<file path="config.mk">
export PLATFORM = sky130hd
export DESIGN_NAME = axi_ax_snoop_fifo_flat
export DESIGN_NICKNAME = d
export VERILOG_FILES = /design/src/rtl/axi_ax_snoop_fifo_if.sv /design/src/rtl/axi_ax_snoop_fifo.sv /design/src/flat_wrapper.sv
export SDC_FILE = /design/constraint.sdc
export NUM_CORES = 1
export LEC_CHECK = 0
export CORE_AREA = 2 2 208 210
export CTS_BUF_LIST = sky130_fd_sc_hd__clkbuf_16
export DETAILED_ROUTE_END_ITERATION = 16
export DIE_AREA = 0 0 210 212
export HOLD_SLACK_MARGIN = 0.12
export PLACE_DENSITY = 0.7
export SLEW_MARGIN = 20
export SYNTH_ARGS = -nofsm -noshare
export SYNTH_HDL_FRONTEND = slang
export SYNTH_SLANG_ARGS = --single-unit
</file>
<file path="constraint.sdc">
create_clock -name clk -period 13.8 [get_ports clk]
set_input_delay 2.07 -clock clk [delete_from_list [all_inputs] [get_ports clk]]
set_output_delay 2.07 -clock clk [all_outputs]
set_load 0.05 [all_outputs]
</file>
<file path="src/rtl/axi_ax_snoop_fifo_if.sv">
// One AXI4 AR or AW address channel, used for both the snooped slave side
// and the forwarded master side of axi_ax_snoop_fifo.
interface axi_ax_snoop_fifo_if #(
    parameter int ADDR_WIDTH = 64,
    parameter int ID_WIDTH   = 32,
    parameter int BURST_LEN  = 8,
    parameter int LOCK_WIDTH = 2,
    parameter int USER_WIDTH = 64
);
    logic [ID_WIDTH-1:0]   id;
    logic [ADDR_WIDTH-1:0] addr;
    logic [BURST_LEN-1:0]  len;
    logic [2:0]            size;
    logic [1:0]            burst;
    logic [LOCK_WIDTH-1:0] lock;
    logic [3:0]            cache;
    logic [2:0]            prot;
    logic [3:0]            region;
    logic [3:0]            qos;
    logic [USER_WIDTH-1:0] user;
    logic                  valid;
    logic                  ready;

    modport master (
        output id, addr, len, size, burst, lock, cache, prot, region, qos, user, valid,
        input  ready
    );

    modport slave (
        input  id, addr, len, size, burst, lock, cache, prot, region, qos, user, valid,
        output ready
    );
endinterface

</file>
<file path="src/rtl/axi_ax_snoop_fifo.sv">
// Address-channel pass-through that buffers a record of every handshake in a FIFO
// and streams the records one beat each. Define AX_SNOOP_DROP_EN to drop instead of stall.
module axi_ax_snoop_fifo #(
    parameter int DATA_WIDTH        = 128,
    parameter int ADDR_WIDTH        = 64,
    parameter int ID_WIDTH          = 32,
    parameter int BURST_LEN         = 8,
    parameter int LOCK_WIDTH        = 2,
    parameter int USER_WIDTH        = 64,
    parameter int STREAM_TYPE_WIDTH = 3,
    parameter logic [STREAM_TYPE_WIDTH-1:0] STREAM_TYPE = '0,
    parameter int FIFO_DEPTH        = 4
) (
    input  logic                               clk,
    input  logic                               resetn,
    axi_ax_snoop_fifo_if.slave                 axis,
    axi_ax_snoop_fifo_if.master                axim,
    input  logic                               ready_i,
    output logic                               valid_o,
    output logic                               in_progress_o,
    output logic                               last_o,
    output logic [DATA_WIDTH-1:0]              data_o,
    output logic [$clog2(FIFO_DEPTH+1)-1:0]    level_o,
    output logic [15:0]                        drop_count_o
);
    localparam int PW = $clog2(FIFO_DEPTH);

    logic [PW:0]           wptr_q, wptr_d;
    logic [PW:0]           rptr_q, rptr_d;
    logic [PW:0]           level;
    logic                  full, empty;
    logic                  push, pop;
    logic                  gate;
    logic [DATA_WIDTH-1:0] rec;
    logic [DATA_WIDTH-1:0] mem_q [FIFO_DEPTH];

    assign axim.id     = axis.id;
    assign axim.addr   = axis.addr;
    assign axim.len    = axis.len;
    assign axim.size   = axis.size;
    assign axim.burst  = axis.burst;
    assign axim.lock   = axis.lock;
    assign axim.cache  = axis.cache;
    assign axim.prot   = axis.prot;
    assign axim.region = axis.region;
    assign axim.qos    = axis.qos;
    assign axim.user   = axis.user;

    assign level = wptr_q - rptr_q;
    assign full  = (level == (PW+1)'(FIFO_DEPTH));
    assign empty = (level == '0);

    // Gating looks only at the registered full flag so ready never depends on ready_i.
`ifdef AX_SNOOP_DROP_EN
    assign gate = resetn;
`else
    assign gate = resetn & ~full;
`endif

    assign axim.valid = axis.valid & gate;
    assign axis.ready = axim.ready & gate;

    assign push = axis.valid & axim.ready & resetn & ~full;
    assign pop  = valid_o & ready_i;

    always_comb begin
        rec = '0;
        rec[DATA_WIDTH-1 -: STREAM_TYPE_WIDTH]                   = STREAM_TYPE;
        rec[DATA_WIDTH-STREAM_TYPE_WIDTH-1 -: ID_WIDTH]          = axis.id;
        rec[DATA_WIDTH-STREAM_TYPE_WIDTH-ID_WIDTH-1 -: BURST_LEN] = axis.len;
        rec[ADDR_WIDTH-1:0]                                      = axis.addr;
    end

    always_comb begin
        wptr_d = wptr_q;
        rptr_d = rptr_q;
        if (push) wptr_d = wptr_q + 1'b1;
        if (pop)  rptr_d = rptr_q + 1'b1;
    end

    always_ff @(posedge clk or negedge resetn) begin
        if (!resetn) begin
            wptr_q <= '0;
            rptr_q <= '0;
        end else begin
            wptr_q <= wptr_d;
            rptr_q <= rptr_d;
        end
    end

    // Storage needs no reset: entries are only visible behind a nonzero level.
    always_ff @(posedge clk) begin
        if (push) mem_q[wptr_q[PW-1:0]] <= rec;
    end

    assign valid_o       = ~empty;
    assign last_o        = valid_o;
    assign in_progress_o = 1'b0;
    assign data_o        = valid_o ? mem_q[rptr_q[PW-1:0]] : '0;
    assign level_o       = level;

`ifdef AX_SNOOP_DROP_EN
    logic        drop;
    logic [15:0] drop_count_q;

    assign drop = axis.valid & axim.ready & resetn & full;

    always_ff @(posedge clk or negedge resetn) begin
        if (!resetn) begin
            drop_count_q <= '0;
        end else if (drop && drop_count_q != 16'hFFFF) begin
            drop_count_q <= drop_count_q + 16'd1;
        end
    end

    assign drop_count_o = drop_count_q;
`else
    assign drop_count_o = '0;
`endif
endmodule

</file>
<file path="src/flat_wrapper.sv">
// flat-port wrapper written by rule: the top's interface ports become plain ports
module axi_ax_snoop_fifo_flat 
#(
    parameter int DATA_WIDTH        = 128,
    parameter int ADDR_WIDTH        = 64,
    parameter int ID_WIDTH          = 32,
    parameter int BURST_LEN         = 8,
    parameter int LOCK_WIDTH        = 2,
    parameter int USER_WIDTH        = 64,
    parameter int STREAM_TYPE_WIDTH = 3,
    parameter logic [STREAM_TYPE_WIDTH-1:0] STREAM_TYPE = '0,
    parameter int FIFO_DEPTH        = 4
)
  (clk, resetn, ready_i, valid_o, in_progress_o, last_o, data_o, level_o, drop_count_o, axis_id, axis_addr, axis_len, axis_size, axis_burst, axis_lock, axis_cache, axis_prot, axis_region, axis_qos, axis_user, axis_valid, axis_ready, axim_id, axim_addr, axim_len, axim_size, axim_burst, axim_lock, axim_cache, axim_prot, axim_region, axim_qos, axim_user, axim_valid, axim_ready);
  axi_ax_snoop_fifo_if #(.ADDR_WIDTH(ADDR_WIDTH), .ID_WIDTH(ID_WIDTH), .BURST_LEN(BURST_LEN), .LOCK_WIDTH(LOCK_WIDTH), .USER_WIDTH(USER_WIDTH)) axis_i ();
  axi_ax_snoop_fifo_if #(.ADDR_WIDTH(ADDR_WIDTH), .ID_WIDTH(ID_WIDTH), .BURST_LEN(BURST_LEN), .LOCK_WIDTH(LOCK_WIDTH), .USER_WIDTH(USER_WIDTH)) axim_i ();
  input  logic clk;
  input  logic resetn;
  input  logic ready_i;
  output logic valid_o;
  output logic in_progress_o;
  output logic last_o;
  output logic [DATA_WIDTH-1:0] data_o;
  output logic [$clog2(FIFO_DEPTH+1)-1:0] level_o;
  output logic [15:0] drop_count_o;
  input wire logic [$bits(axis_i.id)-1:0] axis_id;
  input wire logic [$bits(axis_i.addr)-1:0] axis_addr;
  input wire logic [$bits(axis_i.len)-1:0] axis_len;
  input wire logic [$bits(axis_i.size)-1:0] axis_size;
  input wire logic [$bits(axis_i.burst)-1:0] axis_burst;
  input wire logic [$bits(axis_i.lock)-1:0] axis_lock;
  input wire logic [$bits(axis_i.cache)-1:0] axis_cache;
  input wire logic [$bits(axis_i.prot)-1:0] axis_prot;
  input wire logic [$bits(axis_i.region)-1:0] axis_region;
  input wire logic [$bits(axis_i.qos)-1:0] axis_qos;
  input wire logic [$bits(axis_i.user)-1:0] axis_user;
  input wire logic [$bits(axis_i.valid)-1:0] axis_valid;
  output wire logic [$bits(axis_i.ready)-1:0] axis_ready;
  output wire logic [$bits(axim_i.id)-1:0] axim_id;
  output wire logic [$bits(axim_i.addr)-1:0] axim_addr;
  output wire logic [$bits(axim_i.len)-1:0] axim_len;
  output wire logic [$bits(axim_i.size)-1:0] axim_size;
  output wire logic [$bits(axim_i.burst)-1:0] axim_burst;
  output wire logic [$bits(axim_i.lock)-1:0] axim_lock;
  output wire logic [$bits(axim_i.cache)-1:0] axim_cache;
  output wire logic [$bits(axim_i.prot)-1:0] axim_prot;
  output wire logic [$bits(axim_i.region)-1:0] axim_region;
  output wire logic [$bits(axim_i.qos)-1:0] axim_qos;
  output wire logic [$bits(axim_i.user)-1:0] axim_user;
  output wire logic [$bits(axim_i.valid)-1:0] axim_valid;
  input wire logic [$bits(axim_i.ready)-1:0] axim_ready;
  assign axis_i.id = axis_id;
  assign axis_i.addr = axis_addr;
  assign axis_i.len = axis_len;
  assign axis_i.size = axis_size;
  assign axis_i.burst = axis_burst;
  assign axis_i.lock = axis_lock;
  assign axis_i.cache = axis_cache;
  assign axis_i.prot = axis_prot;
  assign axis_i.region = axis_region;
  assign axis_i.qos = axis_qos;
  assign axis_i.user = axis_user;
  assign axis_i.valid = axis_valid;
  assign axis_ready = axis_i.ready;
  assign axim_id = axim_i.id;
  assign axim_addr = axim_i.addr;
  assign axim_len = axim_i.len;
  assign axim_size = axim_i.size;
  assign axim_burst = axim_i.burst;
  assign axim_lock = axim_i.lock;
  assign axim_cache = axim_i.cache;
  assign axim_prot = axim_i.prot;
  assign axim_region = axim_i.region;
  assign axim_qos = axim_i.qos;
  assign axim_user = axim_i.user;
  assign axim_valid = axim_i.valid;
  assign axim_i.ready = axim_ready;
  axi_ax_snoop_fifo #(.DATA_WIDTH(DATA_WIDTH), .ADDR_WIDTH(ADDR_WIDTH), .ID_WIDTH(ID_WIDTH), .BURST_LEN(BURST_LEN), .LOCK_WIDTH(LOCK_WIDTH), .USER_WIDTH(USER_WIDTH), .STREAM_TYPE_WIDTH(STREAM_TYPE_WIDTH), .STREAM_TYPE(STREAM_TYPE), .FIFO_DEPTH(FIFO_DEPTH)) u_core (.clk(clk), .resetn(resetn), .axis(axis_i), .axim(axim_i), .ready_i(ready_i), .valid_o(valid_o), .in_progress_o(in_progress_o), .last_o(last_o), .data_o(data_o), .level_o(level_o), .drop_count_o(drop_count_o));
endmodule
</file>
-- Word level (Yosys, flattened, before mapping)
Memory sizes are Yosys's and may differ from the RTL's.
Index checks and enable logic that the tools add are counted.
- memories: 1
- word-level logic and storage cells: 20
- input port bits: 195
- RAM bits: 416
- bits in registers: 6
- memories (memory ; words ; bits a word ; read ports ; clocked after memory_dff ; write ports ; RTL line ; text):
    u_core.mem_q ; 4 ; 104 ; 1 ; 0 ; 1 ; axi_ax_snoop_fifo.sv:35 ; logic [DATA_WIDTH-1:0] mem_q [FIFO_DEPTH];
- reduce and logical (&&, ||, !) cells: 1
- add/sub/neg operators: 3
- multiplexer cells: 3
- equal/unequal tests: 1
- bitwise operators: 9
- operator list (kind ; count):
    128-bit 2-to-1 mux ; 1
    1-bit AND ; 7
    3-bit by 1-bit adder with 3-bit output (second input constant) ; 2
    3-bit == test (second input constant) ; 1
    3-bit logical NOT ; 1
    3-bit subtractor ; 1
    1-bit 2-to-1 mux ; 2
    1-bit inverter ; 2

-- Logic depth before layout (Yosys ltp)
- depth in word-level cells: 6
- mapped depth: 8

-- Worst setup path after synthesis
OpenSTA, ideal clock, no wires.
- kind: input-to-reg
- start: input port resetn
- end: memory u_core.mem_q[3][0] (netlist bit) (enable)
- data arrival time: 6.538 ns
- cell stages on the path: 2
- path slack: 6.694 ns
- buffers on the path: 0
- cell sequence: nand4_1 > nor2_1
- cells in the longest elaborated chain, start to end: 4
- RTL lines (element ; RTL line ; text):
    from (decl) ; flat_wrapper.sv:18 ; input logic resetn;
    1-bit AND (2 in a row) ; axi_ax_snoop_fifo.sv:63 ; assign push = axis.valid & axim.ready & resetn & ~full;
    1-bit 2-to-1 mux ; axi_ax_snoop_fifo.sv:93 ; if (push) mem_q[wptr_q[PW-1:0]] <= rec;
    1-bit 2-to-1 mux (implied by the code) ; axi_ax_snoop_fifo.sv:93 ;
    to (decl) ; axi_ax_snoop_fifo.sv:35 ;
No other way between the ends.

-- Final worst setup path
- start: register u_core.rptr_q[0]
- end: output port data_o[105]
- cells in the longest elaborated chain, start to end: 3
- elaborated cells on any way between the ends: 4
- those cells by class: add/sub: 1; mux: 1; reduce/logical: 1; memory: 1
- RTL lines (element ; RTL line ; text):
    from (decl) ; axi_ax_snoop_fifo.sv:29 ; logic [PW:0] rptr_q, rptr_d;
    from (signal assigned) ; axi_ax_snoop_fifo.sv:87 ; rptr_q <= rptr_d;
    3-bit subtractor ; axi_ax_snoop_fifo.sv:49 ; assign level = wptr_q - rptr_q;
    3-bit logical NOT ; axi_ax_snoop_fifo.sv:51 ; assign empty = (level == '0);
    128-bit 2-to-1 mux * ; axi_ax_snoop_fifo.sv:99 ; assign data_o = valid_o ? mem_q[rptr_q[PW-1:0]] : '0;
    to (decl) ; flat_wrapper.sv:23 ; output logic [DATA_WIDTH-1:0] data_o;
Mark *: on every way between the ends. The rest lies on a longest branch, timed or not.

==> impl_metrics.sql <==
INSERT INTO impl_metrics (metric_group, metric, value, unit) VALUES
('floorplan', 'die_h', '212', 'um'),
('sta', 'worst_slew_margin_rel', '24.1', '%'),
('sta', 'grt_setup_unrepaired', 'false', ''),
('job', 'maxCapViolCount', '0', ''),
('layout', 'syn2layout_area_growth', '20.4', '%'),
('synthesis', 'syn_avg_cell_area', '19.1', 'um^2'),
('critical_path', 'worstSetupStartpointType', 'flip-flop', ''),
('critical_path', 'arrival', '4.95', 'ns'),
('sta', 'period_needed', '7.02', 'ns'),
('synthesis', 'ys_dominant_reg_cell', 'sky130_fd_sc_hd__edfxtp_1', ''),
('layout', 'most-common-layout-cells', 'sky130_fd_sc_hd__edfxtp_1, sky130_fd_sc_hd__clkdlybuf4s50_1, sky130_fd_sc_hd__mux4_2, sky130_fd_sc_hd__nor2b_1, sky130_fd_sc_hd__clkbuf_16', ''),
('sta', 'drv_slew', '0', ''),
('global_routing', 'grt_antenna_before_repair', '1', ''),
('layout', 'layout-drive-gt1-share', '16.5', '%'),
('synthesis', 'synth_seq_area_share', '70.7', '%'),
('clock_tree', 'cts_root_buffer', 'sky130_fd_sc_hd__clkbuf_16', ''),
('clock_tree', 'tritoncts_num_sinks', '422', ''),
('floorplan', 'die_x', '210', 'um'),
('clock_tree', 'num_cts_buffers', '43', ''),
('floorplan', 'initial_core_util', '42.1', '%'),
('layout', 'leading_cell_type_in_the_layout_fill_and_taps_excluded', 'sky130_fd_sc_hd__edfxtp_1', ''),
('sta', 'tns', '0', 'ns'),
('critical_path', 'worst_ep_required_time', '11.73', 'ns'),
('floorplan', 'placement_rows', '76', ''),
('floorplan', 'design.die.area', '44500', 'um^2'),
('clock_tree', 'post_cts_buffers', '0', ''),
('synthesis', 'asyncSetResetFlopFracSynth', '1.42', '%'),
('global_routing', 'first_global_vias', '8604', ''),
('detailed_routing', 'postRouteWirelength', '38600', 'um'),
('clock_tree', 'postCtsResizedCells', '0', ''),
('sta', 'worst_clock_skew', '0.0182', 'ns'),
('global_routing', 'remaining_global_route_overflow', '0', ''),
('detailed_routing', 'per_cell_via_count_in_the_routed_design', '4.96', ''),
('global_routing', 'grt_pass1_wl', '55700', 'um'),
('detailed_routing', 'ant_nets', '0', ''),
('synthesis', 'syn_area', '17900', 'um^2'),
('power_and_ir_drop', 'static-leakage-power', '7.08', 'nW'),
('clock_tree', 'clk-insertion-delay-late', '0.56', 'ns'),
('clock_tree', 'reg_clk_slew_reported_paths', '0.06', 'ns'),
('power_and_ir_drop', 'vdd.ir_drop.worst', '0.000239', 'V'),
('sta', 'final_layout_worst_hold_slack', '0.572', 'ns'),
('sta', 'achievable-frequency', '142', 'MHz'),
('synthesis', 'yosys_warnings', '0', ''),
('place', 'dp_hpwl', '24700', 'um'),
('floorplan', 'num_io_pins', '537', ''),
('detailed_routing', 'post_drt_wl_per_cell', '23.2', 'um'),
('detailed_routing', 'drc', '0', ''),
('sta', 'finalSetupViolations', '0', ''),
('clock_tree', 'cts_hold_buf', '0', ''),
('place', 'portBuffers', '323', ''),
('critical_path', 'endpoint_kind', 'primary output', ''),
('detailed_routing', 'detail_route.first_pass.iterations', '5', ''),
('synthesis', 'synth-seq-cells', '422', ''),
('layout', 'finalNetCount', '1291', ''),
('clock_tree', 'cts.htree.levels', '2', ''),
('global_routing', 'track_usage', '17.1', '%'),
('synthesis', 'synth-edff-count', '416', ''),
('detailed_routing', 'route.vias.total', '8279', ''),
('sta', 'post-route-period-util', '50.9', '%'),
('detailed_routing', 'detail_route.iter0.violations', '648', ''),
('min_path', 'hp-class', 'flip-flop to flip-flop', ''),
('clock_tree', 'clock_tree.buffer_depth', '3', ''),
('layout', 'nFillCells', '3374', ''),
('global_routing', 'grt_start_max_net_pins', '75', ''),
('clock_tree', 'tritoncts', 'yes', ''),
('synthesis', 'netlist_instances', '939', ''),
('synthesis', 'synthDistinctLibCells', '27', ''),
('floorplan', 'coreArea', '42500', 'um^2'),
('critical_path', 'timing.setup.critical_path_class', 'flip-flop to primary output', ''),
('power_and_ir_drop', 'power_density', '265', 'nW/um^2'),
('place', 'routabilityCongestion', '0.735', ''),
('sta', 'hold_viol', '0', ''),
('critical_path', 'worst_path_fanout_max', '74', ''),
('sta', 'max_slew.worst_pin.slew', '1.14', 'ns'),
('status', 'status', 'completed', '');
==> stage by stage <==
stage                     util (%)  power (W)  std cells  worst slack, ns  instance area [um^2]
after global routing          50.6    0.00593       1667             6.43                 21500
after floorplan                  -    0.00380        979             6.69                 18000
final                         50.7    0.00570       1668             6.78                 21500
after global placement        47.4    0.00463       1590             7.32                 20100
after CTS                     50.6    0.00579       1667             6.64                 21500
after detailed placement      47.4    0.00464       1590             7.25                 20100
==> cell usage after synthesis (all sizes together) (4+ instances only) <==
cell / n / area, um^2
ha: 6 / 75.1
nor2: 4 / 22.5
inv: 5 / 18.8
nor2b: 104 / 651
nand2: 6 / 22.5
clkbuf: 7 / 26.3
buf: 260 / 1890
edfxtp: 416 / 12500
dfrtp: 6 / 150
mux2: 4 / 45.0
mux4: 104 / 2340
==> per-layer routing <==
metal / vias up / share of wire (%) / GRT usage [%]
met5: - / 0.085 / 0.556
met4: 2 / 2.6 / 5.65
met3: 90 / 7.4 / 4.77
met2: 332 / 53 / 29.8
met1: 4237 / 37 / 20.6
li1: 3618 / - / -
==> power breakdown <==
group / leakage [nW] / switching (W) / internal, W
clock: 0.711 / 0.000477 / 0.000665
sequential: 3.83 / 0.0000781 / 0.00151
combinational: 2.54 / 0.00194 / 0.00103
==> kinds of logic after synthesis <==
group,share of synthesized area [%]
fa+ha+maj,0.532
flops,70.7
compound gates,0.203
other cells,0.0210
mux,13.3
simple gates,4.09
xor+xnor,0.336
buf+inv,10.8
==> state kept, by name, summed over array words and instances (netlist names) <==
name and flops:
u_core.mem_q 416, u_core.rptr_q 3, u_core.wptr_q 3
==> critical path, cell delays in order (launching register included) <==
cell and delay (ns):
sky130_fd_sc_hd__dfrtp_4 0.73, sky130_fd_sc_hd__ha_1 0.34, sky130_fd_sc_hd__fa_1 0.43, sky130_fd_sc_hd__xor3_2 0.50, sky130_fd_sc_hd__nor2_4 0.56, sky130_fd_sc_hd__buf_4 0.70
sky130_fd_sc_hd__nor2b_1 0.20, sky130_fd_sc_hd__clkdlybuf4s50_1 0.76
==> final timing paths <==
| check | start | end | slack, ns | depth (start not counted) |
|---|---|---|---|---|
| max in group asynchronous | resetn | u_core.rptr_q[0] | 11.64 | 1 |
| worst max register to register | u_core.rptr_q[0] | u_core.mem_q[1][32] | 9.48 | 6 |
| worst min-delay path | u_core.wptr_q[2] | u_core.wptr_q[2] | 0.57 | 2 |
| min in group asynchronous | resetn | u_core.wptr_q[1] | 1.82 | 1 |
| worst min register to register | u_core.wptr_q[2] | u_core.wptr_q[2] | 0.57 | 2 |
| worst max-delay path | u_core.rptr_q[0] | data_o[105] | 6.78 | 7 |
==> layout make-up <==
| class | count | area [um^2] | share of cell area (%) |
|---|---|---|---|
| antenna | 1 | 2.50 | 0.0116 |
| clock buffer | 43 | 1080 | 5.00 |
| multi-input combinational | 285 | 3480 | 16.2 |
| timing repair buffer | 332 | 3300 | 15.3 |
| inverter | 5 | 18.8 | 0.0872 |
| clock inverter | 34 | 320 | 1.49 |
| tap | 546 | 683 | 3.17 |
| sequential | 422 | 12600 | 58.8 |
No activity file was read; power rests on OpenSTA's default activity.
